--- src/rtl/PARAMS_pkg.sv ---
// Shared widths, defaults and types for the write-back port arbiter and its
// long-unit result buffer.
package PARAMS_pkg;

  localparam int unsigned WD_SIZE            = 32;
  localparam int unsigned INSTR_REG_BITS     = 5;
  localparam int unsigned FIFO_DEPTH_DEFAULT = 2;
  localparam int unsigned STARVE_MAX_DEFAULT = 4;

  typedef struct packed {
    logic [INSTR_REG_BITS-1:0] rd;
    logic [WD_SIZE-1:0]        data;
  } wb_req_t;

  typedef enum logic {
    NORMAL = 1'b0,
    DRAIN  = 1'b1
  } arb_state_t;

  // r0 is hard-wired, so any write aimed at it is dropped.
  function automatic logic rd_is_zero(input logic [INSTR_REG_BITS-1:0] rd);
    return rd == '0;
  endfunction

endpackage

--- src/rtl/wb_result_fifo.sv ---
// Small in-order buffer for long-unit results. Each entry carries a kill bit
// so a younger pipeline write to the same register can squash it in place.
module wb_result_fifo
  import PARAMS_pkg::*;
#(
  parameter int unsigned DEPTH = FIFO_DEPTH_DEFAULT
) (
  input  logic                      clk,
  input  logic                      reset,
  input  logic                      push,
  input  logic [INSTR_REG_BITS-1:0] push_rd,
  input  logic [WD_SIZE-1:0]        push_data,
  input  logic                      pop,
  input  logic                      kill_en,
  input  logic [INSTR_REG_BITS-1:0] kill_rd,
  output logic                      head_valid,
  output logic                      head_kill,
  output logic [INSTR_REG_BITS-1:0] head_rd,
  output logic [WD_SIZE-1:0]        head_data,
  output logic                      ready,
  output logic                      busy
);

  localparam int unsigned PW = (DEPTH > 1) ? $clog2(DEPTH) : 1;
  localparam int unsigned CW = $clog2(DEPTH + 1);

  wb_req_t          mem [DEPTH];
  logic [DEPTH-1:0] kill_q;
  logic [PW-1:0]    wr_ptr_q;
  logic [PW-1:0]    rd_ptr_q;
  logic [CW-1:0]    count_q;
  logic [CW-1:0]    count_d;
  logic             ready_q;
  logic             busy_q;
  logic             do_push;
  logic             do_pop;

  assign head_valid = (count_q != '0);
  assign head_kill  = kill_q[rd_ptr_q];
  assign head_rd    = mem[rd_ptr_q].rd;
  assign head_data  = mem[rd_ptr_q].data;
  assign ready      = ready_q;
  assign busy       = busy_q;

  assign do_pop  = pop && head_valid;
  assign do_push = push && (count_q != CW'(DEPTH));

  always_comb begin
    count_d = count_q;
    if (do_push && !do_pop) begin
      count_d = count_q + CW'(1);
    end else if (!do_push && do_pop) begin
      count_d = count_q - CW'(1);
    end
  end

  // Kill bits on free slots are harmless: a push always clears its slot's bit,
  // which is also what keeps a same-cycle push out of the squash.
  always_ff @(posedge clk) begin
    if (reset) begin
      wr_ptr_q <= '0;
      rd_ptr_q <= '0;
      count_q  <= '0;
      kill_q   <= '0;
      ready_q  <= 1'b0;
      busy_q   <= 1'b0;
    end else begin
      count_q <= count_d;
      ready_q <= (count_d != CW'(DEPTH));
      busy_q  <= (count_d != '0);
      if (do_push) begin
        wr_ptr_q <= wr_ptr_q + PW'(1);
      end
      if (do_pop) begin
        rd_ptr_q <= rd_ptr_q + PW'(1);
      end
      for (int unsigned i = 0; i < DEPTH; i++) begin
        if (do_push && (wr_ptr_q == PW'(i))) begin
          kill_q[i] <= 1'b0;
        end else if (kill_en && (mem[i].rd == kill_rd)) begin
          kill_q[i] <= 1'b1;
        end
      end
    end
  end

  always_ff @(posedge clk) begin
    if (do_push) begin
      mem[wr_ptr_q] <= '{rd: push_rd, data: push_data};
    end
  end

endmodule

--- src/rtl/wb_port_arbiter.sv ---
// Shares the register-file write port between the in-order write-back stream
// (fixed priority) and buffered long-unit results, with forced drain on starvation.
module wb_port_arbiter
  import PARAMS_pkg::*;
#(
  parameter int unsigned FIFO_DEPTH = FIFO_DEPTH_DEFAULT,
  parameter int unsigned STARVE_MAX = STARVE_MAX_DEFAULT
) (
  input  logic                      clk,
  input  logic                      reset,
  input  logic                      wb_valid_i,
  input  logic [INSTR_REG_BITS-1:0] wb_rd_i,
  input  logic [WD_SIZE-1:0]        wb_data_i,
  input  logic                      lu_valid_i,
  input  logic [INSTR_REG_BITS-1:0] lu_rd_i,
  input  logic [WD_SIZE-1:0]        lu_data_i,
  output logic                      lu_ready_o,
  output logic                      stall_o,
  output logic                      rf_we_o,
  output logic [INSTR_REG_BITS-1:0] rf_rd_o,
  output logic [WD_SIZE-1:0]        rf_data_o,
  output logic                      busy_o
);

  localparam int unsigned SW = (STARVE_MAX > 1) ? $clog2(STARVE_MAX) : 1;

  arb_state_t                state_q;
  arb_state_t                state_d;
  logic [SW-1:0]             starve_q;
  logic [SW-1:0]             starve_d;
  logic                      stall_q;
  logic                      rf_we_q;
  logic [INSTR_REG_BITS-1:0] rf_rd_q;
  logic [WD_SIZE-1:0]        rf_data_q;

  logic                      pipe_req;
  logic                      grant_pipe;
  logic                      grant_fifo;
  logic                      fifo_push;
  logic                      fifo_pop;
  logic                      kill_en;
  logic                      head_valid;
  logic                      head_kill;
  logic                      head_live;
  logic                      head_dead;
  logic [INSTR_REG_BITS-1:0] head_rd;
  logic [WD_SIZE-1:0]        head_data;
  logic                      fifo_ready;
  logic                      fifo_busy;

  // rd==0 results are still handshaken so the long unit never blocks on them.
  assign fifo_push = lu_valid_i && fifo_ready && !rd_is_zero(lu_rd_i);

  wb_result_fifo #(
    .DEPTH (FIFO_DEPTH)
  ) u_fifo (
    .clk        (clk),
    .reset      (reset),
    .push       (fifo_push),
    .push_rd    (lu_rd_i),
    .push_data  (lu_data_i),
    .pop        (fifo_pop),
    .kill_en    (kill_en),
    .kill_rd    (wb_rd_i),
    .head_valid (head_valid),
    .head_kill  (head_kill),
    .head_rd    (head_rd),
    .head_data  (head_data),
    .ready      (fifo_ready),
    .busy       (fifo_busy)
  );

  assign pipe_req  = wb_valid_i && !rd_is_zero(wb_rd_i);
  assign head_live = head_valid && !head_kill;
  assign head_dead = head_valid && head_kill;

  always_comb begin
    state_d    = state_q;
    starve_d   = starve_q;
    grant_pipe = 1'b0;
    grant_fifo = 1'b0;
    fifo_pop   = 1'b0;
    kill_en    = 1'b0;
    unique case (state_q)
      NORMAL: begin
        if (pipe_req) begin
          grant_pipe = 1'b1;
          kill_en    = 1'b1;
          if (head_dead) begin
            fifo_pop = 1'b1;
            starve_d = '0;
          end else if (head_live) begin
            if (starve_q == SW'(STARVE_MAX - 1)) begin
              state_d  = DRAIN;
              starve_d = '0;
            end else begin
              starve_d = starve_q + SW'(1);
            end
          end
        end else if (head_valid) begin
          fifo_pop   = 1'b1;
          grant_fifo = !head_kill;
          starve_d   = '0;
        end
      end
      DRAIN: begin
        // A head squashed on the way in is simply discarded here.
        state_d  = NORMAL;
        starve_d = '0;
        if (head_valid) begin
          fifo_pop   = 1'b1;
          grant_fifo = !head_kill;
        end
      end
    endcase
  end

  always_ff @(posedge clk) begin
    if (reset) begin
      state_q   <= NORMAL;
      starve_q  <= '0;
      stall_q   <= 1'b0;
      rf_we_q   <= 1'b0;
      rf_rd_q   <= '0;
      rf_data_q <= '0;
    end else begin
      state_q  <= state_d;
      starve_q <= starve_d;
      stall_q  <= (state_d == DRAIN);
      rf_we_q  <= grant_pipe || grant_fifo;
      if (grant_pipe) begin
        rf_rd_q   <= wb_rd_i;
        rf_data_q <= wb_data_i;
      end else if (grant_fifo) begin
        rf_rd_q   <= head_rd;
        rf_data_q <= head_data;
      end
    end
  end

  assign lu_ready_o = fifo_ready;
  assign busy_o     = fifo_busy;
  assign stall_o    = stall_q;
  assign rf_we_o    = rf_we_q;
  assign rf_rd_o    = rf_rd_q;
  assign rf_data_o  = rf_data_q;

endmodule

--- config.mk ---
export PLATFORM = sky130hd
export DESIGN_NAME = wb_port_arbiter
export DESIGN_NICKNAME = d
export VERILOG_FILES = /design/src/rtl/PARAMS_pkg.sv /design/src/rtl/wb_result_fifo.sv /design/src/rtl/wb_port_arbiter.sv
export SDC_FILE = /design/constraint.sdc
export NUM_CORES = 1
export LEC_CHECK = 0
export ABC_AREA = 1
export CAP_MARGIN = 10
export CORE_ASPECT_RATIO = 0.9
export CORE_UTILIZATION = 65
export CTS_CLUSTER_DIAMETER = 60
export CTS_CLUSTER_SIZE = 20
export DETAILED_ROUTE_END_ITERATION = 6
export DONT_BUFFER_PORTS = 1
export GPL_ROUTABILITY_DRIVEN = 0
export PLACE_DENSITY = 0.81
export RECOVER_POWER = 25
export SLEW_MARGIN = 0
export SYNTH_ARGS = -nofsm -noshare
export SYNTH_HDL_FRONTEND = slang
export SYNTH_SLANG_ARGS = --single-unit
--- constraint.sdc ---
create_clock -name clk -period 5.5 [get_ports clk]
set_input_delay 1.375 -clock clk [delete_from_list [all_inputs] [get_ports clk]]
set_output_delay 1.375 -clock clk [all_outputs]
set_load 0.005 [all_outputs]
Yosys cells after proc, flatten, opt, wreduce, memory -nomap -nowiden
Memories as Yosys holds them, arrays and structs flattened. A register that Yosys moved wholly into a read port is not among the register bits. Index checks and enable logic that the tools add are counted.

Order comparisons: 1. $mul: 0. Divide/modulo/power cells: 0. Shift-type cells: 0. Equal/unequal tests: 7. Reduce and logical (&&, ||, !) cells: 27. Bitwise gates (word level): 2. Add/sub/neg operators: 5. Multiplexer cells: 32.

Operator list (number): $mux 32 (2); $mux 1 (17); $mux 2 (7); $logic_and 1x1->1 (13); $eq 5x5->1 (2); $logic_not 5->1 (2); $mux 5 (2); $pmux 1 s2 (3); $reduce_bool 2->1 (3); $logic_not 1->1 (5); $add 2x1->2 const B (2); $ne 2x2->1 const B (2); $ne 4x4->1 const B (1); $pmux 2 s2 (1); $reduce_or 2->1 (2); $ne 3x3->1 const B (1); $add 1x1->1 const B (2); $eq 2x2->1 const B (1); $lt 1x2->1 const B (1); $not 1->1 (2); $reduce_and 2->1 (1); $sub 2x1->2 const B (1); $logic_or 1x1->1 (1).

Memory bits (read-only): 0. Logic and storage cells: 87. Latch bits: 0. Register bits after elaboration: 49. Memories: 1. RAM bits: 74.

Memory list: u_fifo.mem (words 2, bits a word 37, read ports 3, clocked after memory_dff 1, wr ports 1, line wb_result_fifo.sv:27) `wb_req_t mem [DEPTH];`.

Depth between registers and ports, before layout
Gate-level depths: netlist of run 1.

Word-level depth: 11. Mapped depth: 12. Depth with buffers taken out: 11.

Modules after synthesis
A second synthesis of run 1 with hierarchy kept.

Cell total of the unflattened synthesis: 588. Area, all modules: 5984.5 um2.

Modules (own cells, without submodules): wb_result_fifo (cells an instance 228, sequential area each 2402.3 um2, times used 1, area each 3413.3 um2); wb_port_arbiter (cells an instance 360, sequential area each 820.8 um2, times used 1, area each 2571.2 um2).

Worst setup path after synthesis of run 1
OpenSTA, ideal clock, no wires.

Path type: input to register. Start: input port lu_valid_i. End: memory u_fifo.mem[0][0] (netlist bit) (enable). Path slack: 1.856 ns. Data arrival time: 3.212 ns. Cell stages on the path: 4. Cells stage by stage: nand2_1 nor2_1 nand2_1 nor2_1.

Longest elaborated chain between the ends: 5.

Ends and longest elaborated chain: from (decl) (line wb_port_arbiter.sv:14) `input logic lu_valid_i,`; $logic_and 1x1->1 (2 in series) (line wb_port_arbiter.sv:52) `assign fifo_push = lu_valid_i && fifo_ready && !rd_is_zero(lu_rd_i);`; $logic_and 1x1->1 (line wb_result_fifo.sv:46) `assign do_push = push && (count_q != CW'(DEPTH));`; $mux 1 (line wb_result_fifo.sv:88) `if (do_push) begin`; $mux 1 (implied by the code) (line wb_result_fifo.sv:89) `mem[wr_ptr_q] <= '{rd: push_rd, data: push_data};`; to (decl) (line wb_result_fifo.sv:27).

No other way between the ends.

Worst setup path after layout of run 1
Start: input port wb_rd_i[2]. End: register rf_data_q[15] (netlist: rf_data_o[15]).

Longest elaborated chain between the ends: 6. Elaborated cells on any way between the ends: 9.

Ends and longest elaborated chain: from (decl) (line wb_port_arbiter.sv:12) `input logic [INSTR_REG_BITS-1:0] wb_rd_i,`; $logic_not 5->1 * (line PARAMS_pkg.sv:22) `return rd == '0;`; $logic_not 1->1 * (line wb_port_arbiter.sv:73) `assign pipe_req = wb_valid_i && !rd_is_zero(wb_rd_i);`; $logic_and 1x1->1 * (line wb_port_arbiter.sv:73); $mux 1 (line wb_port_arbiter.sv:86) `if (pipe_req) begin`; $pmux 1 s2 or $mux 1 (tied branches) (line wb_port_arbiter.sv:84) `unique case (state_q)`; $reduce_bool 2->1 (no source line) or $mux 32 (tied branches); to (signal assigned) (line wb_port_arbiter.sv:133) `rf_data_q <= wb_data_i;`; to (signal assigned) (line wb_port_arbiter.sv:136) `rf_data_q <= head_data;`; to (decl) (line wb_port_arbiter.sv:34) `logic [WD_SIZE-1:0] rf_data_q;`.

Mark *: on every way between the ends. The rest lies on a longest branch, timed or not. A chain may end at the register's enable or synchronous reset.

==> results of run 1 <==
report_power, final:
part | leakage, uW | switching (uW) | internal (uW)
clock | 0.000300 | 414 | 781
combinational | 0.00102 | 349 | 159
sequential | 0.00109 | 111 | 1150
worst min-delay path: stages (launching register included):
cell	delay (ps)
dfxtp_1	300
inv_1	60
a21oi_1	60
through the flow:
stage	power, uW	util [%]	hold slack [ps]	setup WS (ps)	instances
5_1_grt	3090	76.3	506	2220	604
2_1_floorplan	1670	-	430	1860	498
3_5_place_dp	1780	67.5	440	1890	571
6_report	2960	76.3	469	2430	604
4_1_cts	2980	75.9	470	2410	603
3_3_place_gp	1750	67.5	439	1960	571
logic make-up after synthesis:
family,count (synthesis),share of synthesized area (%)
muxes,5,0.977
DFF,124,62.9
buffers and inverters,57,5.25
xor gates and xnor gates,9,1.54
and+or+nand+nor,229,21.5
adders and majority gates,3,0.733
AOI/OAI and AO/OA,71,7.06
path summary, 6_finish.rpt:
check                                 from                             to  slack (ps)
max reg2reg             stall_o$_SDFF_PP0_     rf_data_o[15]$_SDFFE_PP0P_        3000
min reg2reg  u_fifo.kill_q[0]$_SDFFE_PP0P_  u_fifo.kill_q[0]$_SDFFE_PP0P_         470
min          u_fifo.kill_q[0]$_SDFFE_PP0P_  u_fifo.kill_q[0]$_SDFFE_PP0P_         470
max                             wb_rd_i[2]     rf_data_o[15]$_SDFFE_PP0P_        2430
placed cells by master (no fill, tap or decap), types with 3 or more instances in the layout:
cell,instances
clkinvlp_4,4
nand2_4,12
nor2_4,3
o21ai_1,14
clkbuf_16,16
nand2_2,4
nor2_1,39
a21oi_1,14
inv_1,30
inv_2,3
ha_1,3
dfxtp_1,49
o21ai_0,41
nand3_1,35
nand2_1,120
clkinv_2,3
edfxtp_1,74
nand3_2,10
xor2_1,7
mux2i_1,5
bufinv_16,5
per-layer routing:
layer / global-route usage [%] / vias up
li1: - / 1665
met1: 33.2 / 1627
met5: 0 / -
met4: 12.5 / 0
met2: 44.2 / 157
met3: 13.9 / 25
area by class of cell:
type	instances	area [sq um]	area share, %
clock buffers	17	414	7.16
flip-flops and latches	124	3220	55.8
clock inverters	15	221	3.83
multi-input cells	317	1640	28.4
inverters	34	130	2.25
repair buffers	1	27.5	0.476
well taps	96	120	2.08
synthesized netlist by cell type (10+ instances only):
library cell,count
inv_1,30
edfxtp_1,74
nor2_1,41
nand3_2,10
nand3_1,35
dfxtp_1,50
a21oi_1,14
nand2_1,120
nand2_4,12
buf_2,11
o21ai_0,41
o21ai_1,14
state kept, by name, indices dropped and copies added (netlist names), named ones only:
register	count
u_fifo.wr_ptr_q	1
u_fifo.ready	1
rf_rd_o	5
u_fifo.kill_q	2
stall_o	1
rf_we_o	1
u_fifo.busy	1
u_fifo.count_q	2
rf_data_o	32
u_fifo.rd_ptr_q	1
starve_q	2
u_fifo.mem	74
==> summary.md, run 1 <==
| Metric | Value |
|---|---|
| Outcome | complete, no violations |
| DIE WIDTH | 95.6 microns |
| Buffers on Ports | 0 |
| P per Cell Area | 513 mW/mm^2 |
| Met3 WL | 1110 microns |
| Pin count of the biggest net entering global routing | 41 |
| Mean area per synthesized cell | 10.3 sq um |
| Clock skew | 10.1 ps |
| Fin area | 0.00578 sq mm |
| Hpwl dp | 6690 microns |
| Via total after detailed routing | 3474 |
| Diode count | 0 |
| Data required, critical path | 5910 ps |
| Routed wire per std cell | 17.9 microns |
| CP Buf/Inv Count | 2 |
| Num rows | 30 |
| Worst-path clk slew | 60 ps |
| Die area | 0.00824 sq mm |
| Rel. slew slack | 22.8% |
| Drt pass-1 iters | 5 |
| Max incr delay on CP | 530 ps |
| Hold_buf cts | 0 |
| Post-cts gate resize count | 0 |
| Core area | 0.00758 sq mm |
| Final Max Slew Viols | 0 |
| Setup TNS | 0 ps |
| Synth Flop Type | edfxtp_1 |
| Final period util | 55.8% |
| Crit path cell chain | nor2_1 -> nand3_1 -> nand2_2 -> inv_2 -> nor2_8 -> inv_2 -> nand2_4 -> o21ai_0 |
| # DRC | 0 |
| Nets | 576 |
| Routed wire length | 10800 microns |
| Die Height | 86.2 microns |
| Delay-heaviest family, CP | simple AND/OR/NAND/NOR gates |
| Met2 wire len | 5230 microns |
| Asr flop ratio synth | 0% |
| Final antenna-violating net count | 0 |
| Max_cap viols | 0 |
| CP most frequent cell | inv_2 |
| Postcts setup bufs | 0 |
| H-tree levels | 4 |
| Area contributors post-synth | edfxtp_1 43%, dfxtp_1 20%, nand2_1 8.8%, o21ai_0 4.0%, nand3_1 3.4% |
| Crit-path slowest cell | nor2_8 |
| Mapped Area | 0.00512 sq mm |
| Layout cells sized above 1 | 13.4% |
| FF+latch count, synth | 124 |
| Critical Path Sink Type | register |
| Worst R2R Path Depth | 7 |
| Post-synth EDFFs | 74 |
| Worst Hold Depth | 2 |
| Fillcell total | 495 |
| Synth Instances | 498 |
| CTS tree | yes |
| Initial Utilization | 67.5% |
| Final min period | 3070 ps |
| First-pass GRT wire length | 16800 microns |
| Endpoints failing hold | 0 |
| Layout Area Growth over Synthesis | 12.9% |
| Endpoints failing setup | 0 |
| Crit path depth | 8 |
| # IOs | 119 |
| Clock buffer depth | 2 |
| Sink Count | 124 |
| Synthesized Nets | 579 |
| YS warnings | 0 |
| Top Metal Used | met4 |
| CTS Buf Count | 17 |
| Vias in the first global route | 3543 |
| Post-synth cell types | 30 |
| Leakage | 0.00241 uW |
| Initial DRC Count | 170 |
| Post-DP Area | 0.00512 sq mm |
| Critical Path Source Type | primary input |
| Worst-path maximum fanout | 39 |
| Critical Path AT | 3470 ps |
| Synth area leader | edfxtp_1 |
| Share of the synthesized area in the top cell type | 43.4% |
| Clock latency on the worst-skew pair | 530 ps |
| GRT Util Overall | 28.3% |
| Wl on met1 | 4170 microns |
| RSZ-0062 raised after global routing | no |
| Seq/Total Area, Yosys | 62.9% |
| Worst Hold Class | reg -> reg |
| Root Driver | clkbuf_8 |
| Initial antenna violation count | 0 |
| Slew @ Worst Pin | 1160 ps |
| Peak supply drop | 0.000523 V |
| Drt via density | 5.75 |
| Total gr overflow | 0 |
| Crit Path Category | in -> reg |
| Fmax | 326 MHz |
(Power assumes the default switching activity.)
==> run 2: changes to the inputs <==
Settings changed: CORE_UTILIZATION 65 to 57, PLACE_DENSITY 0.81 to 0.75.
Clock period 5.5 ns to 2.8 ns, I/O delays scaled along.
==> summary.md, run 2 (synthesis gave the netlist of run 1 again) <==
| Metric | Value |
|---|---|
| Outcome | complete, no violations |
| Final Max Slew Viols | 0 (unchanged) |
| H-tree levels | 4 (unchanged) |
| Leakage | 0.00242 uW (+0.63%) |
| Combinational fraction of design power | 19.6% (+2.5 points) |
| Clock skew | 11.5 ps (+1.38 ps) |
| Die Height | 91.9 microns (+6.6%) |
| RSZ-0062 raised after global routing | no |
| Worst Hold Class | in -> reg |
| Most common cell after layout, fill and taps aside | nand2_1 |
| Most frequent cells in the layout | 120 x nand2_1, 74 x edfxtp_1, 49 x dfxtp_1, 41 x o21ai_0, 39 x nor2_1 |
| Via total after detailed routing | 3457 (-0.49%) |
| Initial DRC Count | 152 (-11%) |
| Final antenna-violating net count | 0 (unchanged) |
| P per Cell Area | 949 mW/mm^2 (+85%) |
| Hpwl dp | 6860 microns (+2.5%) |
| Buffers on Ports | 0 (unchanged) |
| Total gr overflow | 0 (unchanged) |
| # IOs | 119 (unchanged) |
| Peak supply drop | 0.000628 V (+20%) |
| Data required, critical path | 3010 ps (-2900 ps) |
| Largest register FFs | 74 (unchanged) |
| Endpoints failing hold | 0 (unchanged) |
| Die area | 0.00937 sq mm (+14%) |
| Layout cells sized above 1 | 14.7% (+1.3 points) |
| Routed wire length | 10300 microns (-4.1%) |
| Clock buffer depth | 2 (unchanged) |
| Worst R2R Setup Slack | 980 ps (-2020 ps) |
| Drt via density | 5.44 (-5.3%) |
| Nets | 584 (+1.4%) |
| Final min period | 1820 ps |
| Fmax | 550 MHz |
| Reg power frac | 43.8% (+1.2 points) |
| Core area | 0.00865 sq mm (+14%) |
| Drt pass-1 iters | 4 (-1) |
| First-pass GRT wire length | 16600 microns (-0.82%) |
| Critical Path Sink Type | register |
| Endpoints failing setup | 0 (unchanged) |
| # DRC | 0 (unchanged) |
| Max_cap viols | 0 (unchanged) |
| Rel. slew slack | 62.9% (+40 points) |
| Clock power frac | 36.6% (-3.7 points) |
| Cell-internal power | 3820 uW (+83%) |
| Worst-path maximum fanout | 32 (-18%) |
| GRT Util Overall | 24.4% (-3.9 points) |
| Post-cts gate resize count | 0 (unchanged) |
| Layout Area Growth over Synthesis | 13.2% |
| Critical Path AT | 2030 ps (-1440 ps) |
| Psw | 1690 uW (+93%) |
| CTS Buf Count | 17 (unchanged) |
| Clock latency on the worst-skew pair | 520 ps (about the same) |
| Postcts setup bufs | 0 (unchanged) |
| Num rows | 32 (+6.7%) |
| Sink Count | 124 (unchanged) |
| CTS tree | yes |
| Worst-path clk slew | 60 ps (about the same) |
| Diode count | 0 (unchanged) |
| Pin count of the biggest net entering global routing | 39 (-4.9%) |
| DIE WIDTH | 102 microns (+6.6%) |
| Vias in the first global route | 3498 (-1.3%) |
| Most flop-heavy register | u_fifo.mem |
| Fin util | 67.0% (-9.2 points) |
| Final period util | 64.9% |
| Root Driver | clkbuf_8 |
| Total power | 5500 uW (+86%) |
| Initial Utilization | 59.2% (-8.3 points) |
| Routed wire per std cell | 16.3 microns (-8.8%) |
| Hold_buf cts | 0 (unchanged) |
| Sw frac | 30.6% (+1.2 points) |
| Initial antenna violation count | 0 (unchanged) |
| Critical Path Source Type | register |
| Crit Path Category | reg -> reg |
| Slew @ Worst Pin | 556 ps (-600 ps) |
-- run 2: cell count changes in the layout (fill, tap and decap cells not counted), sizes merged --
cell      change
clkinvlp      -2
clkinv        -2
inv           +5
buf           +8
bufinv        -5
clkbuf        +4
-- run 2: final cells by class --
type | instances | area (sq um)
multi-input combinational | 317 | 1640
sequential | 124 | 3220
clock buffer | 21 | 480
tap | 119 | 149
clock inverter | 11 | 77.6
timing repair buffer | 9 | 92.6
inverter | 34 | 130
fill | 670 | 2850
-- run 2: metal layers --
layer  part of all wire [%]  track usage, %  routed length [microns]
met5                      0               0                        0
met4                    1.7            10.0                      180
met3                    9.4            11.2                      977
met2                     49            40.1                     5110
met1                     39            27.4                     4080
-- run 2: critical path, stage by stage, from the launching register on --
cell     delay, ps
dfxtp_1        330
inv_1           70
ha_1           190
nor2_1         120
nand2_1        230
nor2_4         290
buf_12         260
-- run 2: stage by stage --
stage                     hold WS, ps  setup WS [ps]  area (sq um)  TNS, ps  cells
after floorplan                   430           -169          5120   -12480    498
after global placement            442            659          5240        0    603
after detailed placement          454            566          5240        0    603
after CTS                         220            969          5800        0    635
after global routing              219            818          5800        0    635
final                             246            982          5800        0    635
-- run 2: final timing paths --
check / cells after the start / from / endpoint
max: 6 / u_fifo.count_q[0]$_SDFF_PP0_ / u_fifo.mem[0][3]$_DFFE_PP_
min: 1 / reset / starve_q[0]$_SDFFE_PP0P_
max reg2reg: 6 / u_fifo.count_q[0]$_SDFF_PP0_ / u_fifo.mem[0][3]$_DFFE_PP_
min reg2reg: 2 / u_fifo.kill_q[0]$_SDFFE_PP0P_ / u_fifo.kill_q[0]$_SDFFE_PP0P_
-- run 2: power by group through the flow --
stage	registers (uW)	logic [uW]	clock network, uW
finish	2410	1080	2020
detailed placement	2450	1080	0
global route	2440	1230	2140
global placement	2440	1050	0
floorplan	2410	874	0
CTS	2410	1090	2050
==> run 3: changes to the inputs <==
Clock period 2.8 ns to 1.6 ns, I/O delays scaled along.
==> summary.md, run 3 (synthesis gave the netlist of run 1 again) <==
| Metric | Value |
|---|---|
| Clock skew | 9.37 ps (-2.15 ps) |
| Most flop-heavy register | u_fifo.mem |
| # IOs | 119 (unchanged) |
| CTS tree | yes |
| Nets | 636 (+8.9%) |
| Post-DP Area | 0.00540 sq mm (+3.1%) |
| Initial Utilization | 59.2% (unchanged) |
| Leakage | 0.00269 uW (+11%) |
| Largest register FFs | 74 (unchanged) |
| GRT Util Overall | 25.8% (+1.4 points) |
| Total power | 10500 uW (+90%) |
| Setup TNS | 0 ps (unchanged) |
| H-tree levels | 4 (unchanged) |
| Slew @ Worst Pin | 444 ps (-112 ps) |
| Most frequent cells in the layout | 119 x nand2_1, 74 x edfxtp_1, 48 x dfxtp_1, 41 x o21ai_0 |
| Final period util | 98.5% (+34 points) |
| Routed wire per std cell | 17.0 microns (+4.1%) |
| Met2 wire len | 5940 microns (+16%) |
| Via total after detailed routing | 3716 (+7.5%) |
| Buffers on Ports | 0 (unchanged) |
| Die area | 0.00937 sq mm (unchanged) |
| Hold Slack | 99.8 ps (-146 ps) |
| Worst Hold Class | in -> reg |
| Diode count | 0 (unchanged) |
| Fin util | 74.3% (+7.3 points) |
| CTS Buf Count | 17 (unchanged) |
| Pin count of the biggest net entering global routing | 36 (-7.7%) |
| Worst-path clk slew | 60 ps (about the same) |
| # DRC | 0 (unchanged) |
| Initial antenna violation count | 0 (unchanged) |
| Clock buffer depth | 2 (unchanged) |
| Core area | 0.00865 sq mm (unchanged) |
| Fillcell total | 590 (-12%) |
| Total gr overflow | 0 (unchanged) |
| Layout Area Growth over Synthesis | 25.5% |
| Hpwl dp | 7340 microns (+7.1%) |
| Root Driver | clkbuf_8 |
| Routed wire length | 11600 microns (+13%) |
| Worst-path maximum fanout | 18 (-44%) |
| Max_cap viols | 0 (unchanged) |
| Top Metal Used | met4 |
| Fin area | 0.00643 sq mm (+11%) |
| Critical Path Source Type | register |
| Layout cells sized above 1 | 16.4% (+1.6 points) |
| P per Cell Area | 1630 mW/mm^2 (+72%) |
| Num rows | 32 (unchanged) |
| Crit path cell chain | o21ai_1 -> nor2_4 -> buf_12 -> nor2_8 -> inv_2 -> nand2_4 -> o21ai_1 |
| Clock latency on the worst-skew pair | 510 ps (about the same) |
| Vias in the first global route | 3681 (+5.2%) |
| Drt via density | 5.41 (-0.64%) |
| Sink Count | 124 (unchanged) |
| Critical Path Sink Type | register |
| DIE WIDTH | 102 microns (unchanged) |
| Critical Path AT | 1960 ps (-70 ps) |
| Final antenna-violating net count | 0 (unchanged) |
| Met3 WL | 902 microns (-7.7%) |
| Outcome | complete, no violations |
| Peak supply drop | 0.00105 V (+67%) |
| Most common cell after layout, fill and taps aside | nand2_1 |
| First-pass GRT wire length | 17800 microns (+7.1%) |
| Fmax | 635 MHz (+15%) |
| Wl on met1 | 4400 microns (+7.8%) |
| Crit-path slowest cell | dfxtp_1 |
| Crit Path Category | reg -> reg |
| RSZ-0062 raised after global routing | yes |
| Die Height | 91.9 microns (unchanged) |
| Rel. slew slack | 70.4% (+7.5 points) |
| Max incr delay on CP | 350 ps (+20 ps) |
| Data required, critical path | 1990 ps (-1020 ps) |
| Final Max Slew Viols | 0 (unchanged) |
| CP most frequent cell | o21ai_1 |
| Endpoints failing setup | 0 (unchanged) |
| Endpoints failing hold | 0 (unchanged) |
| Final min period | 1580 ps (-242 ps) |
| Drt pass-1 iters | 5 (+1) |
| Initial DRC Count | 148 (-2.6%) |
## run 3: cell types whose count changed in the layout (fill, tap and decap cells not counted), moves of 2 or more
cell	delta
inv_6	-4
clkbuf_8	-2
buf_4	+9
clkbuf_1	+3
buf_12	+5
dlygate4sd3_1	+38
inv_4	-2
clkinv_4	+3
ha_1	-2
bufinv_16	+4
## run 3: stage by stage
step / worst slack [ps] / cells
4_1_cts: 10.2 / 684
2_1_floorplan: -73.6 / 498
3_5_place_dp: 30.6 / 614
3_3_place_gp: 77.1 / 614
6_report: 24.4 / 687
5_1_grt: -77.9 / 687
## run 3: repair_timing
item | CTS | global route
resized for setup | 0 | 1
setup buffers | 0 | 3
setup endpoints to repair | 0 | 35
hold buffers | 38 | 0
hold endpoints to repair | 81 | 0
## run 3: area by class of cell
class | count | area [sq um] | share of cell area, %
timing repair buffer | 61 | 641 | 9.97
clock inverter | 11 | 169 | 2.63
inverter | 34 | 130 | 2.02
multi-input combinational | 317 | 1670 | 26.0
tap | 119 | 149 | 2.32
clock buffer | 21 | 439 | 6.83
sequential | 124 | 3230 | 50.2
## run 3: worst max-delay path: cells and delay by family, from the launching register on
family | cells | cell delay [ps]
simple gates | 3 | 420
flops | 1 | 350
buf+inv | 2 | 220
compound gates | 2 | 450
## run 3: path summary, 6_finish.rpt
kind | startpoint | endpoint | slack, ps | depth (start not counted)
hold / removal | wb_data_i[29] | rf_data_o[29]$_SDFFE_PP0P_ | 100 | 4
hold reg to reg | u_fifo.kill_q[1]$_SDFFE_PP0P_ | u_fifo.kill_q[1]$_SDFFE_PP0P_ | 460 | 2
setup / recovery | u_fifo.rd_ptr_q$_SDFFE_PP0P_ | rf_data_o[30]$_SDFFE_PP0P_ | 20 | 7
setup reg to reg | u_fifo.rd_ptr_q$_SDFFE_PP0P_ | rf_data_o[30]$_SDFFE_PP0P_ | 20 | 7
## run 3: power breakdown
part	internal, uW	switching [uW]	leakage (uW)	total, uW
combinational	895	1420	0.00130	2310
clock	2570	1340	0.000296	3900
sequential	3950	304	0.00109	4250
total	7410	3060	0.00269	10500
## run 3: routing by layer
layer | vias up | GRT usage [%]
li1 | 1790 | -
met1 | 1736 | 29.1
met2 | 156 | 44.6
met3 | 34 | 7.39
met4 | 0 | 12.7
met5 | - | 0
